**src/rtl/div_issue_ctrl.sv**
```systemverilog
// div_issue_ctrl
// Requester-side controller for the M-extension divide ops (DIV/DIVU/REM/REMU).
// It converts signed operands to magnitudes and drives an unsigned iterative
// divider through a start / operand / done-pulse handshake. RISC-V corner cases
// (divide by zero, signed overflow, zero dividend) are answered locally without
// starting the divider. The execute stage is stalled until the result is ready.
//
// Optional feature: define DIV_REM_FUSE_EN to keep the last divider result
// (quotient, remainder, operands, signedness). A following DIV/REM on the same
// operands is then answered from that cache in one cycle.
module div_issue_ctrl (
    input  logic        clk,
    input  logic        rst,              // asynchronous, active-low
    input  logic        req_valid,
    input  logic [2:0]  funct3,
    input  logic [31:0] rs1,
    input  logic [31:0] rs2,
    input  logic        flush,
    output logic        stall,
    output logic        resp_valid,
    output logic [31:0] result,
    output logic        div_start,
    output logic [31:0] div_numerator,
    output logic [31:0] div_denominator,
    input  logic [31:0] div_quotient,
    input  logic [31:0] div_remainder,
    input  logic        div_resp
);

    typedef enum logic [2:0] {
        ST_IDLE  = 3'd0,
        ST_ISSUE = 3'd1,
        ST_WAIT  = 3'd2,
        ST_DRAIN = 3'd3,
        ST_RESP  = 3'd4
    } state_e;

    // Two's-complement negation.
    function automatic logic [31:0] neg32(input logic [31:0] x);
        return ~x + 32'd1;
    endfunction

    // Magnitude of a signed operand; unsigned operands pass through.
    function automatic logic [31:0] mag32(input logic [31:0] x, input logic is_signed);
        return (is_signed && x[31]) ? neg32(x) : x;
    endfunction

    // Pick quotient or remainder and restore the sign removed before division.
    function automatic logic [31:0] sign_fix(
        input logic        sel_rem,
        input logic        neg_quo,
        input logic        neg_rem,
        input logic [31:0] quo,
        input logic [31:0] rem
    );
        logic [31:0] res;
        if (sel_rem) begin
            res = neg_rem ? neg32(rem) : rem;
        end else begin
            res = neg_quo ? neg32(quo) : quo;
        end
        return res;
    endfunction

    state_e      state_q, state_d;
    logic        is_rem_q, is_rem_d;
    logic        neg_quo_q, neg_quo_d;
    logic        neg_rem_q, neg_rem_d;
    logic [31:0] num_q, num_d;
    logic [31:0] den_q, den_d;
    logic [31:0] result_q, result_d;

    logic        op_valid_s;
    logic        is_signed_s;
    logic        is_rem_s;
    logic        neg_quo_s;
    logic        neg_rem_s;
    logic [31:0] mag1_s;
    logic [31:0] mag2_s;
    logic        accept_s;
    logic        special_s;
    logic [31:0] special_result_s;
    logic        hit_s;
    logic [31:0] hit_result_s;

    // Decode the incoming op: signedness, result select, sign-fix flags, magnitudes.
    always_comb begin
        op_valid_s  = funct3[2];
        is_signed_s = ~funct3[0];
        is_rem_s    = funct3[1];
        neg_quo_s   = is_signed_s & (rs1[31] ^ rs2[31]);
        neg_rem_s   = is_signed_s & rs1[31];
        mag1_s      = mag32(rs1, is_signed_s);
        mag2_s      = mag32(rs2, is_signed_s);
        accept_s    = (state_q == ST_IDLE) && req_valid && op_valid_s && !flush;
    end

    // Corner cases answered without the divider; divide-by-zero takes priority.
    always_comb begin
        special_s        = 1'b0;
        special_result_s = 32'd0;
        if (rs2 == 32'd0) begin
            special_s        = 1'b1;
            special_result_s = is_rem_s ? rs1 : 32'hFFFF_FFFF;
        end else if (is_signed_s && (rs1 == 32'h8000_0000) && (rs2 == 32'hFFFF_FFFF)) begin
            special_s        = 1'b1;
            special_result_s = is_rem_s ? 32'd0 : 32'h8000_0000;
        end else if (rs1 == 32'd0) begin
            special_s        = 1'b1;
            special_result_s = 32'd0;
        end else begin
            special_s        = 1'b0;
            special_result_s = 32'd0;
        end
    end

`ifdef DIV_REM_FUSE_EN
    logic        cache_valid_q, cache_valid_d;
    logic        cache_signed_q, cache_signed_d;
    logic [31:0] cache_rs1_q, cache_rs1_d;
    logic [31:0] cache_rs2_q, cache_rs2_d;
    logic [31:0] cache_quo_q, cache_quo_d;
    logic [31:0] cache_rem_q, cache_rem_d;
    // Key of the op currently in flight, written into the cache when it completes.
    logic        key_signed_q, key_signed_d;
    logic [31:0] key_rs1_q, key_rs1_d;
    logic [31:0] key_rs2_q, key_rs2_d;

    // Cache next state: latch the in-flight key, fill on a normal result, drop on flush while dividing.
    always_comb begin
        key_signed_d   = accept_s ? is_signed_s : key_signed_q;
        key_rs1_d      = accept_s ? rs1 : key_rs1_q;
        key_rs2_d      = accept_s ? rs2 : key_rs2_q;
        cache_valid_d  = cache_valid_q;
        cache_signed_d = cache_signed_q;
        cache_rs1_d    = cache_rs1_q;
        cache_rs2_d    = cache_rs2_q;
        cache_quo_d    = cache_quo_q;
        cache_rem_d    = cache_rem_q;
        if ((state_q == ST_WAIT) && div_resp && !flush) begin
            cache_valid_d  = 1'b1;
            cache_signed_d = key_signed_q;
            cache_rs1_d    = key_rs1_q;
            cache_rs2_d    = key_rs2_q;
            cache_quo_d    = div_quotient;
            cache_rem_d    = div_remainder;
        end else if (((state_q == ST_WAIT) || (state_q == ST_DRAIN)) && flush) begin
            cache_valid_d  = 1'b0;
        end else begin
            cache_valid_d  = cache_valid_q;
        end
    end

    // Cache and in-flight key registers.
    always_ff @(posedge clk or negedge rst) begin
        if (!rst) begin
            cache_valid_q  <= 1'b0;
            cache_signed_q <= 1'b0;
            cache_rs1_q    <= 32'd0;
            cache_rs2_q    <= 32'd0;
            cache_quo_q    <= 32'd0;
            cache_rem_q    <= 32'd0;
            key_signed_q   <= 1'b0;
            key_rs1_q      <= 32'd0;
            key_rs2_q      <= 32'd0;
        end else begin
            cache_valid_q  <= cache_valid_d;
            cache_signed_q <= cache_signed_d;
            cache_rs1_q    <= cache_rs1_d;
            cache_rs2_q    <= cache_rs2_d;
            cache_quo_q    <= cache_quo_d;
            cache_rem_q    <= cache_rem_d;
            key_signed_q   <= key_signed_d;
            key_rs1_q      <= key_rs1_d;
            key_rs2_q      <= key_rs2_d;
        end
    end

    assign hit_s = cache_valid_q && (rs1 == cache_rs1_q) && (rs2 == cache_rs2_q) &&
                   (is_signed_s == cache_signed_q);
    assign hit_result_s = sign_fix(is_rem_s, neg_quo_s, neg_rem_s, cache_quo_q, cache_rem_q);
`else
    assign hit_s        = 1'b0;
    assign hit_result_s = 32'd0;
`endif

    // Controller next state: accept, issue, wait for the divider, drain after a flush, respond.
    always_comb begin
        state_d   = state_q;
        is_rem_d  = is_rem_q;
        neg_quo_d = neg_quo_q;
        neg_rem_d = neg_rem_q;
        num_d     = num_q;
        den_d     = den_q;
        result_d  = result_q;
        case (state_q)
            ST_IDLE: begin
                if (accept_s) begin
                    is_rem_d  = is_rem_s;
                    neg_quo_d = neg_quo_s;
                    neg_rem_d = neg_rem_s;
                    num_d     = mag1_s;
                    den_d     = mag2_s;
                    if (special_s) begin
                        result_d = special_result_s;
                        state_d  = ST_RESP;
                    end else if (hit_s) begin
                        result_d = hit_result_s;
                        state_d  = ST_RESP;
                    end else begin
                        state_d  = ST_ISSUE;
                    end
                end else begin
                    state_d = ST_IDLE;
                end
            end
            ST_ISSUE: begin
                // The start pulse has already gone out, so a flush must drain it.
                if (flush) begin
                    state_d = ST_DRAIN;
                end else begin
                    state_d = ST_WAIT;
                end
            end
            ST_WAIT: begin
                if (flush) begin
                    // A done pulse coinciding with the flush is consumed and discarded.
                    state_d = div_resp ? ST_IDLE : ST_DRAIN;
                end else if (div_resp) begin
                    result_d = sign_fix(is_rem_q, neg_quo_q, neg_rem_q, div_quotient, div_remainder);
                    state_d  = ST_RESP;
                end else begin
                    state_d = ST_WAIT;
                end
            end
            ST_DRAIN: begin
                if (div_resp) begin
                    state_d = ST_IDLE;
                end else begin
                    state_d = ST_DRAIN;
                end
            end
            ST_RESP: begin
                state_d = ST_IDLE;
            end
            default: begin
                state_d = ST_IDLE;
            end
        endcase
    end

    // Controller state, captured operand info and result register.
    always_ff @(posedge clk or negedge rst) begin
        if (!rst) begin
            state_q   <= ST_IDLE;
            is_rem_q  <= 1'b0;
            neg_quo_q <= 1'b0;
            neg_rem_q <= 1'b0;
            num_q     <= 32'd0;
            den_q     <= 32'd0;
            result_q  <= 32'd0;
        end else begin
            state_q   <= state_d;
            is_rem_q  <= is_rem_d;
            neg_quo_q <= neg_quo_d;
            neg_rem_q <= neg_rem_d;
            num_q     <= num_d;
            den_q     <= den_d;
            result_q  <= result_d;
        end
    end

    // A flush in the response cycle kills the response.
    assign resp_valid      = (state_q == ST_RESP) && !flush;
    assign result          = resp_valid ? result_q : 32'd0;
    assign div_start       = (state_q == ST_ISSUE);
    assign div_numerator   = num_q;
    assign div_denominator = den_q;
    assign stall           = req_valid & ~resp_valid & ~flush;

endmodule

```
**config.mk**
```make
export PLATFORM = sky130hd
export DESIGN_NAME = div_issue_ctrl
export DESIGN_NICKNAME = d
export VERILOG_FILES = /design/src/rtl/div_issue_ctrl.sv
export SDC_FILE = /design/constraint.sdc
export NUM_CORES = 1
export LEC_CHECK = 0
export CAP_MARGIN = 10
export CORE_MARGIN = 1
export CORE_UTILIZATION = 49
export CTS_CLUSTER_SIZE = 28
export DETAILED_ROUTE_END_ITERATION = 8
export PLACE_DENSITY = 0.89
export SKIP_CTS_REPAIR_TIMING = 1
export SYNTH_ARGS = -nofsm -noshare
export SYNTH_HDL_FRONTEND = slang
export SYNTH_SLANG_ARGS = --single-unit
```
**constraint.sdc**
```tcl
create_clock -name clk -period 4.3 [get_ports clk]
set_clock_uncertainty 0.05 [all_clocks]
set_input_delay 0.43 -clock clk [delete_from_list [all_inputs] [get_ports clk]]
set_output_delay 0.43 -clock clk [all_outputs]
set_load 0.01 [all_outputs]
```
-- Yosys cells after proc, flatten, opt, wreduce, memory -nomap -nowiden
Cells that the tools add are included.
W data, S select, Z words.
- RAM bits: 0
- latch bits: 0
- memories kept: 0
- bits of input ports: 136
- output and inout bits: 99
- register bits after elaboration: 102
- logic and storage cells: 73
- bits in read-only memories: 0
- bitwise gates (word level): 12
- order comparisons: 0
- muxes and demuxes: 25
- reductions and logical operators: 15
- multipliers: 0
- add/sub/neg operators: 4
- divide/modulo/power cells: 0
- equality and inequality tests: 10
- shifts and indexed selects: 0
- operators by type and width (cell ; count):
    $mux W32 ; 14
    $add A32 B1 Y32 const B ; 4
    $not A32 Y32 ; 4
    $eq A32 B32 Y1 const B ; 2
    $logic_not A32 Y1 ; 2
    $pmux W32 S2 ; 1
    $mux W3 ; 4
    $pmux W3 S4 ; 1
    $logic_and A1 B1 Y1 ; 8
    $ne A2 B2 Y1 const B ; 4
    $eq A3 B2 Y1 const B ; 2
    $reduce_and A5 Y1 ; 1
    $and A1 B1 Y1 ; 4
    $mux W1 ; 4
    $eq A3 B1 Y1 const B ; 1
    $eq A3 B3 Y1 const B ; 1
    $logic_not A3 Y1 ; 1
    $not A1 Y1 ; 3
    $mux W2 ; 1
    $reduce_and A2 Y1 ; 1
    $reduce_bool A2 Y1 ; 1
    $logic_not A1 Y1 ; 1
    $xor A1 B1 Y1 ; 1

-- Longest topological paths before layout
Gate-level depths: netlist of run 1.
- depth in word-level cells: 8
- gate-level depth with buffers: 10
- gate-level depth less buffers: 8

-- Least setup slack after synthesis of run 1
OpenSTA, ideal clock, no wires.
- path type: in2reg
- start point: input rs1[21]
- end point: register result_q[10]
- data arrival time: 2.508 ns
- path slack: 1.614 ns
- stages: 8
- library setup time: 0.127 ns
- cell sequence: or4_1 -> nor4_2 -> nand2_1 -> o311ai_2 -> a21o_1 -> buf_4 -> buf_8 -> mux2_1
- word-level cells in the longest chain between the ends: 8
- elaborated cells between the ends (all ways): 14
- those cells by class: 2 x eq/ne; 8 x mux; 4 x reduce/logical
- RTL lines (item ; line ; source):
    start, declared ; 16 ; input logic [31:0] rs1,
    $eq A32 B32 Y1 ; 105 ; end else if (is_signed_s && (rs1 == 32'h8000_0000) && (rs2 == 32'hFFFF_FFFF)) begin
    $logic_and A1 B1 Y1 (2 in a row) ; 105 ;
    $mux W32 ; 105 ;
    $mux W32 ; 102 ; if (rs2 == 32'd0) begin
    $mux W32 ; 204 ; if (special_s) begin
    $mux W32 ; 198 ; if (accept_s) begin
    $pmux W32 S2 ; 196 ; case (state_q)
    end signal, assigned ; 269 ; result_q <= result_d;
    end, declared ; 71 ; logic [31:0] result_q, result_d;
Several ways; a longest one is shown, not always the timed one. The select of a mux whose other input is x is not followed.
A chain may end at the register's enable or synchronous reset.

-- Worst setup path in the final report of run 1
- start point: input rs1[20]
- end point: register result_q[12]
Same word-level chain as after synthesis.

==> impl_metrics.py, run 1 <==
metrics = {
    "setup_path": {
        "crit_chain": "clkdlybuf4s50_1 > or4_1 > nor4_2 > nand2_1 > o311ai_2 > a21o_1 > buf_4 > mux2_4",
        "critical_path_class": "in2reg",
        "slowest_stage": "or4_1",
        "startpoint": "rs1[20]",
        "timing.rr.start": "state_q[2]",
        "cp-start-kind": "input pin",
        "r2r_cells": 6,
        "worstPathRequired_ns": 4.48,
        "r2r_slack_ns": 1.79,
        "crit_path_end": "result_q[12]",
        "critPathMaxFanout": 22,
        "cp.arrival_ns": 3.19,
        "cp-end-kind": "register",
        "rr_endpoint": "result_q[12]",
        "worst_path_largest_cell_delay_ns": 0.58,
    },
    "clock_network": {
        "cts.sinks": 102,
        "cts.clk_slew.worst_paths_ns": 0.06,
        "root_buffer": "clkbuf_16",
        "clock_tree.buffer_depth": 2,
        "cts_buffers": 9,
        "htreeDepth": 3,
        "cts_tree": "yes",
        "insertion_delay_ns": 0.34,
    },
    "synthesis": {
        "yosys.area.top_type": "dfrtp_1",
        "yosysSeqAreaShare_pct": 33.5,
        "synth_common_cells": "nand2_1 (120), o21ai_0 (118), dfrtp_1 (102)",
        "synth_edf_count": 0,
        "syn_inst": 931,
        "post_synth.cell_area_avg_sq_um": 8.19,
        "synth.area.top_cells": "dfrtp_1 (33%), xnor2_1 (8.7%), o21ai_0 (7.7%), nand2_1 (5.9%), xor2_1 (4.2%)",
        "synth_top_area_share_pct": 33.5,
        "ys_seq_elements": 102,
        "async_flop_share_pct": 100,
        "ys_types": 62,
        "ys.flop_type": "dfrtp_1",
        "yosys_warnings": 0,
        "syn_area_sq_um": 7630,
        "syn_nets": 1072,
        "yosys.cell_count.top_type": "nand2_1",
    },
    "pwr": {
        "p_sw_share_pct": 37.9,
        "p_per_area_nw_per_um2": 475,
        "p_seq_share_pct": 35.6,
        "p_switching_w": 0.00186,
        "max-vdd-ir-drop_v": 0.000208,
        "internal_power_w": 0.00305,
        "pwr-share-clk_pct": 15.3,
        "pwr-share-comb_pct": 49.2,
        "leakagePower_nw": 3.85,
    },
    "timing": {
        "relSlewSlack_pct": 25.2,
        "rsz0062_at_grt": "no",
        "hold_viol_final": 0,
        "maxSlewViolCount": 0,
        "fin_crit_ns": 3.01,
        "finalWorstSetupSlack_ns": 1.29,
        "period_share_pct": 69.9,
        "fin_tns_setup_ns": 0,
        "worstMarginPinSlew_ns": 1.12,
        "fmax_ghz": 0.332,
        "final-setup-viol-count": 0,
    },
    "die": {
        "core_sq_um": 15200,
        "die_h_um": 127,
        "row_count": 45,
        "start_util_pct": 50.2,
        "io_pins": 235,
        "die-area_sq_um": 16100,
        "die_x_um": 127,
    },
    "drt": {
        "wirelength_mm": 25.1,
        "route.detailed.drc": 0,
        "drt_iter0_drc": 841,
        "wl_per_cell_um": 19.0,
        "dr.pass1.iters": 5,
        "ant_nets": 0,
        "vias": 8000,
        "via_per_inst": 6.05,
    },
    "place": {
        "place_congestion": 0.915,
        "numPortBuffers": 234,
        "post-place-ws_ns": 0.971,
        "place.detailed.hpwl_mm": 19.3,
    },
    "run": {
        "max-cap-violations": 0,
    },
    "grt": {
        "grt_usage_pct": 31.2,
        "grt_pass1_wl_mm": 39.4,
        "grt_overflow": 0,
        "antenna_found_initial": 0,
        "grt_max_degree": 79,
        "grt_pass1_vias": 7483,
    },
    "layout": {
        "synthToLayoutAreaGrowth_pct": 35.7,
        "fill_cells": 1206,
        "regArea_sq_um": 2550,
        "final_util_pct": 68.1,
        "drive_gt1_share_pct": 4.93,
        "multi_input_area_sq_um": 4760,
        "fin_nets": 1272,
        "diodes": 0,
    },
    "run_status": {
        "outcome": "finished clean",
    },
    "hold_path": {
        "hold_path.class": "in2async",
    },
}
## cell type report
type | count | area share (%)
Tap cell | 188 | 2.27
Sequential cell | 102 | 24.7
Clock inverter | 3 | 0.205
Multi-Input combinational cell | 749 | 46.0
Inverter | 18 | 0.653
Timing Repair Buffer | 251 | 23.8
Clock buffer | 12 | 2.38
## registers in the layout, summed over array words and instances (netlist names)
register and count:
div_denominator 32, div_numerator 32, result_q 32, state_q 3
is_rem_q 1, neg_quo_q 1, neg_rem_q 1
## worst min-delay path by stage
stage / end / cells after the start
after global placement: result_q[7] / 1
final: div_numerator[25] / 1
after detailed placement: div_denominator[23] / 2
after floorplan: div_denominator[0] / 0
after CTS: div_numerator[25] / 1
after global routing: div_numerator[24] / 1
## placed cells by master (no fill, tap or decap), types with 4 or more instances in the layout
master | Yosys | routed
a31oi_1 | 15 | 15
o21ai_0 | 118 | 118
clkbuf_16 | 0 | 9
dfrtp_1 | 102 | 102
a41oi_1 | 14 | 14
nor3_1 | 16 | 16
nand3_1 | 8 | 8
xor2_1 | 37 | 37
nor4_1 | 15 | 15
nand2b_1 | 9 | 9
o41ai_1 | 24 | 24
xnor2_1 | 76 | 76
a211oi_1 | 24 | 24
inv_1 | 18 | 18
mux2_2 | 4 | 4
nand2_1 | 120 | 119
nor2b_1 | 5 | 5
or2_2 | 5 | 5
a21oi_1 | 30 | 30
nand4_1 | 13 | 13
mux2i_1 | 8 | 8
mux2_1 | 6 | 6
nor2_1 | 56 | 56
or4_1 | 16 | 16
o22ai_1 | 5 | 5
and2_1 | 32 | 32
or3_1 | 16 | 16
o31ai_1 | 24 | 24
clkdlybuf4s50_1 | 0 | 233
buf_4 | 2 | 18
ha_1 | 5 | 5
## cell families after synthesis
| family | count (synthesis) | synth area share (%) |
|---|---|---|
| fa+ha+maj | 5 | 0.820 |
| buf+inv | 80 | 4.26 |
| compound gates | 272 | 22.5 |
| flops | 102 | 33.5 |
| xor+xnor | 113 | 13.0 |
| simple gates | 339 | 23.0 |
| mux | 20 | 2.92 |
## per-stage QoR
stage	cells	cell area [sq um]	hold slack (ns)	power, W
2_1_floorplan	931	7630	0.0844	0.00298
3_3_place_gp	1308	10100	0.409	0.00408
3_5_place_dp	1308	10100	0.421	0.00414
4_1_cts	1323	10400	0.196	0.00491
5_1_grt	1323	10400	0.237	0.00524
6_report	1323	10400	0.163	0.00492
## critical path, delay by kind of cell
kind	cells	cell delay [ns]
simple gates	3	1.16
compound gates	2	0.51
buf+inv	2	0.76
mux	1	0.32
## power groups by stage
stage / clock network [W] / logic, W / registers (W)
6_report: 0.000751 / 0.00242 / 0.00175
5_1_grt: 0.000810 / 0.00263 / 0.00180
4_1_cts: 0.000763 / 0.00240 / 0.00174
3_5_place_dp: 0 / 0.00239 / 0.00175
3_3_place_gp: 0 / 0.00234 / 0.00174
2_1_floorplan: 0 / 0.00124 / 0.00175
## per-layer routing
metal | up-vias | track usage [%] | routed length [um]
met5 | - | 0 | 0
met4 | 0 | 15.3 | 1190
li1 | 3778 | - | -
met1 | 3693 | 43.0 | 10900
met2 | 454 | 46.3 | 10900
met3 | 75 | 6.87 | 2110
Power figures use the tool's default switching activity.
==> run 2: changes to the inputs <==
- CORE_UTILIZATION: 49 -> 43
- PLACE_DENSITY: 0.89 -> 0.83
- clock period: 4.3 -> 2.6 ns (I/O delays scaled with it)
==> impl_metrics.py, run 2 (synthesis results as in run 1) <==
metrics = {
    "clock_network": {
        "clock_tree.buffer_depth": 2,
        "cts_buffers": 9,
        "htreeDepth": 3,
        "cts_tree": "yes",
        "insertion_delay_ns": 0.35,
        "cts.clk_slew.worst_paths_ns": 0.07,
        "cts.sinks": 102,
        "root_buffer": "clkbuf_16",
    },
    "drt": {
        "dr.pass1.iters": 5,
        "route.detailed.drc": 0,
        "via_per_inst": 5.85,
        "wirelength_mm": 28.5,
        "ant_nets": 0,
        "vias": 8938,
        "drt_iter0_drc": 949,
        "wl_per_cell_um": 18.6,
    },
    "timing": {
        "maxSlewViolCount": 0,
        "hold_viol_final": 0,
        "worstMarginPinSlew_ns": 0.644,
        "period_share_pct": 99.3,
        "finalWorstSetupSlack_ns": 0.0171,
        "final-setup-viol-count": 0,
        "fmax_ghz": 0.387,
        "fin_crit_ns": 2.58,
        "rsz0062_at_grt": "yes",
        "relSlewSlack_pct": 57.1,
        "hold_slack_ns": 0.306,
    },
    "die": {
        "core_sq_um": 17300,
        "row_count": 48,
        "die_h_um": 135,
        "die_x_um": 135,
        "start_util_pct": 44.1,
        "io_pins": 235,
        "die-area_sq_um": 18300,
    },
    "run": {
        "max-cap-violations": 0,
    },
    "setup_path": {
        "timing.rr.start": "state_q[1]",
        "startpoint": "rs1[26]",
        "crit_family": "simple AND/OR/NAND/NOR gates",
        "worst_path_largest_cell_delay_ns": 0.59,
        "crit_path_end": "result_q[8]",
        "cp.arrival_ns": 2.77,
        "cp-start-kind": "input pin",
        "cp_num_buf_inv": 2,
        "worstPathRequired_ns": 2.78,
        "cpMostUsedCell": "or4_4",
        "critPathMaxFanout": 8,
        "crit_chain": "clkdlybuf4s50_1 > or4_4 > or4_4 > o311ai_4 > a21o_4 > clkbuf_16 > mux2_1",
        "rr_endpoint": "result_q[8]",
        "critical_path_class": "in2reg",
        "critical_path_depth": 7,
        "cp-end-kind": "register",
        "slowest_stage": "or4_4",
        "r2r_slack_ns": 0.25,
        "r2r_cells": 7,
    },
    "place": {
        "place.detailed.hpwl_mm": 22.0,
        "numPortBuffers": 234,
        "place_congestion": 1.01,
        "post-place-ws_ns": -0.415,
        "place_area_sq_um": 11400,
        "placed_cells": 1505,
    },
    "layout": {
        "final_cell_mix": "clkdlybuf4s50_1 (225), buf_4 (177), nand2_1 (118), o21ai_0 (117), dfrtp_1 (102)",
        "fin_nets": 1441,
        "drive_gt1_share_pct": 19.8,
        "final_cell_count_no_fill": 1529,
        "layout_commonest_cell": "clkdlybuf4s50_1",
        "fill_cells": 1292,
        "design_area_sq_um": 12100,
        "synthToLayoutAreaGrowth_pct": 58.5,
    },
    "grt": {
        "antenna_found_initial": 1,
        "grt_pass1_vias": 8115,
        "grt_pass1_wl_mm": 42.6,
        "grt_overflow": 0,
        "grt_max_degree": 60,
        "grt_usage_pct": 29.9,
    },
    "pwr": {
        "max-vdd-ir-drop_v": 0.000415,
        "p_per_area_nw_per_um2": 738,
        "leakagePower_nw": 4.90,
    },
    "run_status": {
        "outcome": "finished clean",
    },
    "hold_path": {
        "hold_path.class": "in2reg",
    },
}
-- run 2: cell count changes in the layout (fill, tap and decap cells not counted), sizes merged --
cell,before,now
buf,18,183
clkdlybuf4s50,233,225
dlymetal6s2s,0,8
bufinv,0,3
clkinv,2,0
clkbuf,12,13
diode,0,1
dlygate4sd3,0,1
-- run 2: report_power, final --
group,internal [W],switching [W]
registers,0.00232,0.000513
logic,0.00237,0.00220
clock network,0.000931,0.000590
total,0.00562,0.00330
-- run 2: worst reg2reg max path, stage by stage (launching register included) --
cell and delay, ns:
dfrtp_1 0.47, nor3b_1 0.19, buf_4 0.18, and2_0 0.33
buf_4 0.27, a22oi_1 0.27, o21ai_0 0.17, mux2_1 0.31
-- run 2: metal layers --
| layer | part of all wire (%) | GRT usage, % | vias to the layer above |
|---|---|---|---|
| met5 | 0.13 | 1.67 | - |
| met4 | 4.0 | 13.3 | 2 |
| met3 | 7.6 | 2.96 | 69 |
| met2 | 47 | 46.8 | 462 |
| met1 | 41 | 41.6 | 4284 |
| li1 | - | - | 4121 |
-- run 2: area by class of cell --
| type | instances | area (sq um) | area share, % |
|---|---|---|---|
| sequential | 102 | 2550 | 21.1 |
| inverter | 18 | 67.6 | 0.559 |
| clock buffer | 10 | 229 | 1.89 |
| multi-input combinational | 749 | 5000 | 41.3 |
| tap | 225 | 282 | 2.33 |
| antenna | 1 | 2.50 | 0.0207 |
| timing repair buffer | 420 | 3860 | 31.9 |
| clock inverter | 4 | 97.6 | 0.807 |
-- run 2: worst min-delay path by stage --
stage | slack (ns) | cells after the start | end | from
3_5_place_dp | 0.23 | 1 | div_denominator[1] | rst
4_1_cts | -0.14 | 1 | div_denominator[1] | rst
2_1_floorplan | -0.09 | 0 | div_denominator[0] | rst
3_3_place_gp | 0.23 | 1 | div_denominator[1] | rst
5_1_grt | 0.33 | 4 | div_numerator[27] | rs1[27]
6_report | 0.31 | 4 | div_numerator[27] | rs1[27]
-- run 2: per-stage QoR --
stage          total power [W]  setup TNS [ns]  utilization, %
2_1_floorplan          0.00494               0               -
3_3_place_gp           0.00703           -9.89            65.7
3_5_place_dp           0.00717          -12.15            65.7
4_1_cts                0.00869          -0.603            67.5
5_1_grt                0.00939          -0.223            69.9
6_report               0.00892               0            69.9
==> run 3: changes to the inputs <==
- HOLD_SLACK_MARGIN: not set -> 0.15
==> results of run 3 <==
The final DEF is identical to that of run 2; final timing and power are the same.
